--- src/rtl/riscv_wb_pkg.sv ---
// Shared definitions for the register-file writeback slice: default widths
// and the write-port bundle layout used by the writeback logic.
package riscv_wb_pkg;

  localparam int WB_ADDR_WIDTH = 5;
  localparam int WB_DATA_WIDTH = 32;
  localparam int WB_LSU_DEPTH  = 2;

  // One register-file write port at the default widths.
  typedef struct packed {
    logic                     we;
    logic [WB_ADDR_WIDTH-1:0] waddr;
    logic [WB_DATA_WIDTH-1:0] wdata;
  } wb_port_t;

  // Even parity over a default-width write address, for consumers that
  // carry a protection bit alongside the port.
  function automatic logic waddr_parity(input logic [WB_ADDR_WIDTH-1:0] addr);
    return ^addr;
  endfunction

endpackage : riscv_wb_pkg

--- src/rtl/riscv_wb_tag_fifo.sv ---
// Synchronous FIFO of destination-register tags for outstanding loads.
// Push and pop in the same cycle are both honoured when full (count holds);
// a pop while empty is ignored.
module riscv_wb_tag_fifo #(
  parameter int DEPTH = 2,
  parameter int WIDTH = 5,
  parameter int CNT_W = $clog2(DEPTH + 1)
) (
  input  logic             clk,
  input  logic             rst_n,
  input  logic             push,
  input  logic [WIDTH-1:0] push_data,
  input  logic             pop,
  output logic [WIDTH-1:0] head,
  output logic             full,
  output logic             empty,
  output logic [CNT_W-1:0] count
);

  localparam int PTR_W = (DEPTH > 1) ? $clog2(DEPTH) : 1;

  logic [WIDTH-1:0] mem_r [DEPTH];
  logic [PTR_W-1:0] wr_ptr_r;
  logic [PTR_W-1:0] rd_ptr_r;
  logic [CNT_W-1:0] count_r;
  logic             push_ok_s;
  logic             pop_ok_s;

  // Advance a pointer with wrap-around at DEPTH-1 (DEPTH need not be a power of two).
  function automatic logic [PTR_W-1:0] ptr_inc(input logic [PTR_W-1:0] ptr);
    if (ptr == PTR_W'(DEPTH - 1)) begin
      return {PTR_W{1'b0}};
    end else begin
      return ptr + PTR_W'(1);
    end
  endfunction

  // Qualify push/pop: a full FIFO accepts a push only alongside a pop.
  always_comb begin
    pop_ok_s  = pop && (count_r != {CNT_W{1'b0}});
    push_ok_s = push && ((count_r != CNT_W'(DEPTH)) || pop_ok_s);
  end

  // Tag storage; written only on an accepted push.
  always_ff @(posedge clk) begin
    if (push_ok_s) begin
      mem_r[wr_ptr_r] <= push_data;
    end else begin
      mem_r[wr_ptr_r] <= mem_r[wr_ptr_r];
    end
  end

  // Pointer and occupancy bookkeeping.
  always_ff @(posedge clk or negedge rst_n) begin
    if (!rst_n) begin
      wr_ptr_r <= {PTR_W{1'b0}};
      rd_ptr_r <= {PTR_W{1'b0}};
      count_r  <= {CNT_W{1'b0}};
    end else begin
      if (push_ok_s) begin
        wr_ptr_r <= ptr_inc(wr_ptr_r);
      end else begin
        wr_ptr_r <= wr_ptr_r;
      end
      if (pop_ok_s) begin
        rd_ptr_r <= ptr_inc(rd_ptr_r);
      end else begin
        rd_ptr_r <= rd_ptr_r;
      end
      case ({push_ok_s, pop_ok_s})
        2'b10:   count_r <= count_r + CNT_W'(1);
        2'b01:   count_r <= count_r - CNT_W'(1);
        default: count_r <= count_r;
      endcase
    end
  end

  assign head  = mem_r[rd_ptr_r];
  assign count = count_r;
  assign full  = (count_r == CNT_W'(DEPTH));
  assign empty = (count_r == {CNT_W{1'b0}});

endmodule : riscv_wb_tag_fifo

--- src/rtl/riscv_rf_writeback.sv ---
// Write side of the flip-flop register file. Port A carries registered ALU
// results, port B carries load data tagged in issue order. A pending-write
// scoreboard stalls issue on RAW/WAW hazards against outstanding loads.
module riscv_rf_writeback
  import riscv_wb_pkg::*;
#(
  parameter int ADDR_WIDTH = WB_ADDR_WIDTH,
  parameter int DATA_WIDTH = WB_DATA_WIDTH,
  parameter int LSU_DEPTH  = WB_LSU_DEPTH,
  parameter int NUM_WORDS  = 2 ** ADDR_WIDTH
) (
  input  logic                  clk,
  input  logic                  rst_n,
  input  logic                  issue_valid_i,
  output logic                  issue_ready_o,
  input  logic [ADDR_WIDTH-1:0] raddr_a_i,
  input  logic [ADDR_WIDTH-1:0] raddr_b_i,
  input  logic [ADDR_WIDTH-1:0] raddr_c_i,
  input  logic [2:0]            rsrc_used_i,
  input  logic [ADDR_WIDTH-1:0] rd_i,
  input  logic                  rd_valid_i,
  input  logic                  is_load_i,
  input  logic                  alu_we_i,
  input  logic [ADDR_WIDTH-1:0] alu_waddr_i,
  input  logic [DATA_WIDTH-1:0] alu_wdata_i,
  input  logic                  lsu_rvalid_i,
  input  logic [DATA_WIDTH-1:0] lsu_rdata_i,
  output logic [ADDR_WIDTH-1:0] waddr_a_o,
  output logic [DATA_WIDTH-1:0] wdata_a_o,
  output logic                  we_a_o,
  output logic [ADDR_WIDTH-1:0] waddr_b_o,
  output logic [DATA_WIDTH-1:0] wdata_b_o,
  output logic                  we_b_o,
  output logic [NUM_WORDS-1:0]  pending_o,
  output logic                  lsu_err_o
);

  localparam int CNT_W = $clog2(LSU_DEPTH + 1);

  // Same layout as wb_port_t, sized by this instance's parameters.
  typedef struct packed {
    logic                  we;
    logic [ADDR_WIDTH-1:0] waddr;
    logic [DATA_WIDTH-1:0] wdata;
  } port_t;

  localparam logic [ADDR_WIDTH-1:0] X0 = {ADDR_WIDTH{1'b0}};

  port_t                 port_a_r;
  port_t                 port_b_r;
  logic [NUM_WORDS-1:0]  pending_r;
  logic [NUM_WORDS-1:0]  pending_nxt_s;
  logic                  lsu_err_r;

  logic                  hazard_s;
  logic                  issue_fire_s;
  logic                  load_push_s;
  logic [ADDR_WIDTH-1:0] push_tag_s;
  logic                  rsp_pop_s;
  logic                  rsp_orphan_s;

  logic [ADDR_WIDTH-1:0] fifo_head_s;
  logic                  fifo_full_s;
  logic                  fifo_empty_s;
  logic [CNT_W-1:0]      fifo_count_s;

  // Tags of outstanding loads, oldest at the head; responses arrive in order.
  riscv_wb_tag_fifo #(
    .DEPTH (LSU_DEPTH),
    .WIDTH (ADDR_WIDTH),
    .CNT_W (CNT_W)
  ) u_tag_fifo (
    .clk       (clk),
    .rst_n     (rst_n),
    .push      (load_push_s),
    .push_data (push_tag_s),
    .pop       (rsp_pop_s),
    .head      (fifo_head_s),
    .full      (fifo_full_s),
    .empty     (fifo_empty_s),
    .count     (fifo_count_s)
  );

  // Hazard detection. Only loads are tracked (ALU RAW is forwarded in EX), and
  // a load still counts while its write sits on port B because the register
  // file only captures at the end of that cycle. The full check deliberately
  // ignores a same-cycle response so lsu_rvalid_i never reaches issue_ready_o.
  always_comb begin
    hazard_s = (rsrc_used_i[0] && pending_r[raddr_a_i]) ||
               (rsrc_used_i[1] && pending_r[raddr_b_i]) ||
               (rsrc_used_i[2] && pending_r[raddr_c_i]) ||
               (rd_valid_i && pending_r[rd_i])          ||
               (is_load_i && fifo_full_s);
  end

  // Issue handshake and FIFO control. Loads always push a tag; an untracked
  // destination is pushed as x0 so its response is dropped.
  always_comb begin
    issue_fire_s = issue_valid_i && !hazard_s;
    load_push_s  = issue_fire_s && is_load_i;
    if (rd_valid_i) begin
      push_tag_s = rd_i;
    end else begin
      push_tag_s = X0;
    end
    rsp_pop_s    = lsu_rvalid_i && (fifo_count_s != {CNT_W{1'b0}});
    rsp_orphan_s = lsu_rvalid_i && fifo_empty_s;
  end

  // Next scoreboard: clear the register being written on port B, then set a
  // newly issued load's destination so a same-register set wins. x0 never pends.
  always_comb begin
    pending_nxt_s = pending_r;
    if (port_b_r.we) begin
      pending_nxt_s[port_b_r.waddr] = 1'b0;
    end else begin
      pending_nxt_s = pending_r;
    end
    if (load_push_s && rd_valid_i && (rd_i != X0)) begin
      pending_nxt_s[rd_i] = 1'b1;
    end else begin
      pending_nxt_s = pending_nxt_s;
    end
    pending_nxt_s[0] = 1'b0;
  end

  // Scoreboard register.
  always_ff @(posedge clk or negedge rst_n) begin
    if (!rst_n) begin
      pending_r <= {NUM_WORDS{1'b0}};
    end else begin
      pending_r <= pending_nxt_s;
    end
  end

  // Port A: register ALU results; writes to x0 are suppressed, address/data
  // hold their last written value between writes.
  always_ff @(posedge clk or negedge rst_n) begin
    if (!rst_n) begin
      port_a_r <= '{we: 1'b0, waddr: X0, wdata: {DATA_WIDTH{1'b0}}};
    end else begin
      port_a_r.we <= alu_we_i && (alu_waddr_i != X0);
      if (alu_we_i) begin
        port_a_r.waddr <= alu_waddr_i;
        port_a_r.wdata <= alu_wdata_i;
      end else begin
        port_a_r.waddr <= port_a_r.waddr;
        port_a_r.wdata <= port_a_r.wdata;
      end
    end
  end

  // Port B: a response pops the head tag and writes the load data next cycle;
  // an x0 tag consumes the response without writing.
  always_ff @(posedge clk or negedge rst_n) begin
    if (!rst_n) begin
      port_b_r <= '{we: 1'b0, waddr: X0, wdata: {DATA_WIDTH{1'b0}}};
    end else begin
      port_b_r.we <= rsp_pop_s && (fifo_head_s != X0);
      if (rsp_pop_s && (fifo_head_s != X0)) begin
        port_b_r.waddr <= fifo_head_s;
        port_b_r.wdata <= lsu_rdata_i;
      end else begin
        port_b_r.waddr <= port_b_r.waddr;
        port_b_r.wdata <= port_b_r.wdata;
      end
    end
  end

  // Sticky flag for a response that had no outstanding load to match.
  always_ff @(posedge clk or negedge rst_n) begin
    if (!rst_n) begin
      lsu_err_r <= 1'b0;
    end else begin
      lsu_err_r <= lsu_err_r || rsp_orphan_s;
    end
  end

  assign issue_ready_o = !hazard_s;
  assign we_a_o        = port_a_r.we;
  assign waddr_a_o     = port_a_r.waddr;
  assign wdata_a_o     = port_a_r.wdata;
  assign we_b_o        = port_b_r.we;
  assign waddr_b_o     = port_b_r.waddr;
  assign wdata_b_o     = port_b_r.wdata;
  assign pending_o     = pending_r;
  assign lsu_err_o     = lsu_err_r;

endmodule : riscv_rf_writeback

--- config.mk ---
export PLATFORM = sky130hd
export DESIGN_NAME = riscv_rf_writeback
export DESIGN_NICKNAME = d
export VERILOG_FILES = /design/src/rtl/riscv_wb_pkg.sv /design/src/rtl/riscv_wb_tag_fifo.sv /design/src/rtl/riscv_rf_writeback.sv
export SDC_FILE = /design/constraint.sdc
export NUM_CORES = 1
export LEC_CHECK = 0
export ABC_CLOCK_PERIOD_IN_PS = 4200
export CORE_MARGIN = 2
export CORE_UTILIZATION = 25
export DETAILED_ROUTE_END_ITERATION = 10
export HOLD_SLACK_MARGIN = 0.15
export PLACE_DENSITY = 0.59
export SYNTH_ARGS = -nofsm -noshare
export SYNTH_HDL_FRONTEND = slang
export SYNTH_SLANG_ARGS = --single-unit
--- constraint.sdc ---
create_clock -name clk -period 4.2 [get_ports clk]
set_clock_uncertainty 0.1 [all_clocks]
set_input_delay 1.05 -clock clk [delete_from_list [all_inputs] [get_ports clk]]
set_output_delay 1.05 -clock clk [all_outputs]
set_load 0.05 [all_outputs]
==> flow_summary.ini <==
[clocking]
cts_tree = built
worstSkewPairLatency_ps = 410
cts_root_buffer = sky130_fd_sc_hd__clkbuf_16
total_of_hold_buffers_inserted_after_clock_tree_synthesis = 0
maximum_clock_path_buffer_count = 2
cts_inserted_buffers = 17
number_of_sinks_on_the_clock_net = 122
cts.clk_slew.worst_paths_ps = 50
cts.htree.levels = 4

[global_routing]
antenna_found_initial = 0
global_route.usage.total = 0.1632
global_route_wire_length_before_repair_microns = 32460
grt_max_degree = 65
grt_pass1_vias = 5660
grt_overflow = 0

[pwr]
cellPowerDensity_mw_per_mm2 = 719.3
p_switching_mw = 3.144
power.sequential.fraction = 0.296
vdd.ir_drop.worst_mv = 0.4338
sw_frac_of_total = 0.4558
leak_pwr_nw = 4.023
power_frac_comb = 0.484
power_mw = 6.897
clock_power_share = 0.220
p_int_mw = 3.754

[die]
floorplan.initialDensity = 0.2522
fp.dieH_microns = 159.9
fp.coreArea_sq_mm = 0.02411
num_rows = 57
boundaryPins = 209
die_w_microns = 159.9
fp.dieArea_sq_mm = 0.02558

[timing]
hold_viol_final = 0
timing.final.max_slew_violations = 0
final.min_clock_period_ps = 4151
worstMarginPinSlew_ps = 764.0
setup-violations-final = 0
min_period_over_period = 0.9884
normalized_max_slew_margin = 0.4901
maximum_clock_rate_mhz = 240.9
worst_slack_ps = 48.88

[finish]
post_route_cells_drive_above_1_share = 0.2123
num_antenna_cells = 0
nNetsFinal = 898
final_cell_count_no_fill = 1134
synthToLayoutAreaGrowth_pct = 57.71

[routing]
drc = 0
detailroute.via_count = 5462
ant_nets = 0
drtIter0Drc = 419
drt_first_pass_iters = 5
dr_wl_met3_microns = 2338
detail_route.wirelength_microns = 20720
top_layer_used = met4
average_vias_per_placed_instance = 4.817
wl_met2_microns = 9032
wirelength_met1_microns = 9031
post_detailed_route_wirelength_per_cell_microns = 18.27

[placed_design]
hpwlAfterDp_microns = 15010
numPlacedInstances = 1096
placement.setup.worst_slack_ps = -505.8
numPortBuffers = 207
global_placer_s_final_weighted_congestion = 0.8570

[logic_synthesis]
post_synth_inst_count = 550
synth_cell_types = 53
syn_nets = 650
ys_seq_area_frac = 0.5104
synth_area_per_cell_sq_um = 11.05
dominantRegCellSynth = sky130_fd_sc_hd__dfrtp_1
yosys_warnings = 0
synth_async_sr_flop_share = 0.9180
synth-edff-count = 10
postSynthRegisterBits = 122
synth.cell_area_sq_mm = 0.006080

[setup_path]
critPathLaunchType = input port
worstPathCellList = clkdlybuf4s50_1 > and3_4 > and3b_1 > a31oi_1 > nand4_1 > a2111oi_4 > buf_4 > and2_4 > buf_12
end_kind = output pin
timing.setup.critical_path_class = in2out
critical-path-max-stage-delay_ps = 450
crit_path_max_fanout = 3
cpMaxStageDelayCell = sky130_fd_sc_hd__clkdlybuf4s50_1
cp.arrival_ps = 3000
crit_required_ps = 3050

[run]
cap_viol_max_count = 0

[min_path]
worst_hold_path_type = reg2reg

[outcome]
run_status = completed
cell usage in the layout (no fill, tap or decap), types with 4 or more instances in the layout:
cell,instances
sky130_fd_sc_hd__a21oi_1,7
sky130_fd_sc_hd__a22oi_1,4
sky130_fd_sc_hd__and2_1,5
sky130_fd_sc_hd__buf_12,5
sky130_fd_sc_hd__buf_4,54
sky130_fd_sc_hd__clkbuf_16,17
sky130_fd_sc_hd__clkdlybuf4s50_1,188
sky130_fd_sc_hd__clkinv_4,4
sky130_fd_sc_hd__dfrtp_1,112
sky130_fd_sc_hd__dlygate4sd2_1,5
sky130_fd_sc_hd__dlymetal6s2s_1,6
sky130_fd_sc_hd__edfxtp_1,10
sky130_fd_sc_hd__inv_1,4
sky130_fd_sc_hd__mux2_2,39
sky130_fd_sc_hd__mux2i_1,40
sky130_fd_sc_hd__mux4_2,12
sky130_fd_sc_hd__nand2_1,108
sky130_fd_sc_hd__nand2b_1,5
sky130_fd_sc_hd__nand3_1,9
sky130_fd_sc_hd__nand3b_1,13
sky130_fd_sc_hd__nor2_1,10
sky130_fd_sc_hd__nor2b_1,4
sky130_fd_sc_hd__o21ai_0,39
sky130_fd_sc_hd__o22ai_1,5
sky130_fd_sc_hd__o31ai_1,25
sky130_fd_sc_hd__o41ai_1,4
sky130_fd_sc_hd__or3b_2,4
sky130_fd_sc_hd__xnor2_1,4
routing by layer:
| metal | up-vias | track usage |
|---|---|---|
| li1 | 2500 | - |
| met2 | 293 | 0.2446 |
| met5 | - | 0 |
| met1 | 2639 | 0.2126 |
| met3 | 30 | 0.06961 |
| met4 | 0 | 0.05405 |
logic make-up (layout without fill, tap and decap cells):
logic type                 Yosys count  in the layout  share of synthesized area
muxes                               91             91                     0.1825
AOI/OAI and AO/OA                  105            105                     0.1183
buffers and inverters               41            301                    0.03210
xor gates and xnor gates             5              5                   0.007203
and+or+nand+nor                    184            184                     0.1467
DFF                                122            122                     0.5104
other                                1              1                  0.0006168
adders and majority gates            1              1                   0.002058
what timing repair did:
action,in CTS,in global routing
cloned,1,0
pin swaps,9,6
setup buffers,3,3
gates resized for setup,35,21
setup endpoints to repair,1,1
synthesized netlist by cell type (all sizes together), types with 3 or more instances:
cell      n  area share
inv       4      0.0025
nand3b   13       0.016
mux4     12       0.044
o41ai     7       0.014
nand2b    5      0.0051
nor4      3      0.0031
nor2     11      0.0068
edfxtp   10       0.049
a22oi     4      0.0049
nand2   109       0.069
xnor2     4      0.0058
mux2     39       0.072
o31ai    25       0.031
and3      3      0.0031
or3b      7       0.010
o21ai    40       0.033
a21oi     7      0.0058
nor2b     7      0.0072
mux2i    40       0.066
o22ai     7      0.0072
and2      6      0.0062
buf      19       0.019
dfrtp   112        0.46
nand3    10      0.0082
clkbuf   18       0.011
power by group through the flow:
stage	sequential, mW	combinational, mW	clock, mW
3_5_place_dp	2.04	3.32	0
6_report	2.04	3.34	1.52
2_1_floorplan	3.11	0.863	0
4_1_cts	2.03	3.34	1.56
5_1_grt	2.09	3.52	1.61
3_3_place_gp	2.04	3.31	0
path summary, 6_finish.rpt:
path,from,endpoint,slack (ps),cells past startpoint
worst min-delay path,lsu_err_o$_DFF_PN0_,lsu_err_o$_DFF_PN0_,370,1
max in group asynchronous,rst_n,u_tag_fifo.wr_ptr_r$_DFFE_PN0P_,2640,2
worst max-delay path,rsrc_used_i[1],issue_ready_o,50,9
worst min register to register,lsu_err_o$_DFF_PN0_,lsu_err_o$_DFF_PN0_,370,1
worst max register to register,pending_o[27]$_DFF_PN0_,u_tag_fifo.count[1]$_DFFE_PN0P_,1240,12
min in group asynchronous,rst_n,wdata_a_o[20]$_DFFE_PN0P_,570,1
metrics by stage:
step           TNS (ps)  instance area [sq um]  hold WS [ps]    util
2_1_floorplan         0                   6081         359.3       -
3_3_place_gp     -477.5                   8826         339.9  0.3661
3_5_place_dp     -505.8                   8826         346.7  0.3661
4_1_cts               0                   9523         366.9  0.3950
5_1_grt          -3.805                   9588         377.6  0.3977
6_report              0                   9588         365.7  0.3977
layout make-up:
| type | count | area, sq um |
|---|---|---|
| Clock buffer | 18 | 439.2 |
| Clock inverter | 13 | 168.9 |
| Fill cell | 2416 | 14520 |
| Inverter | 4 | 15.01 |
| Multi-Input combinational cell | 387 | 2843 |
| Sequential cell | 122 | 3103 |
| Tap cell | 324 | 405.4 |
| Timing Repair Buffer | 266 | 2614 |
registers in the layout, summed over array words and instances, names as in the netlist:
signal               flops
we_b_o                   1
wdata_a_o               32
u_tag_fifo.wr_ptr_r      1
wdata_b_o               32
u_tag_fifo.rd_ptr_r      1
we_a_o                   1
lsu_err_o                1
pending_o               31
waddr_a_o                5
u_tag_fifo.count         2
u_tag_fifo.mem_r        10
waddr_b_o                5
critical path: cells and delay by family:
kind	cells	cell delay [ps]
buffers and inverters	3	770
and+or+nand+nor	4	700
AOI/OAI and AO/OA	2	470
No activity file was read; power rests on OpenSTA's default activity.
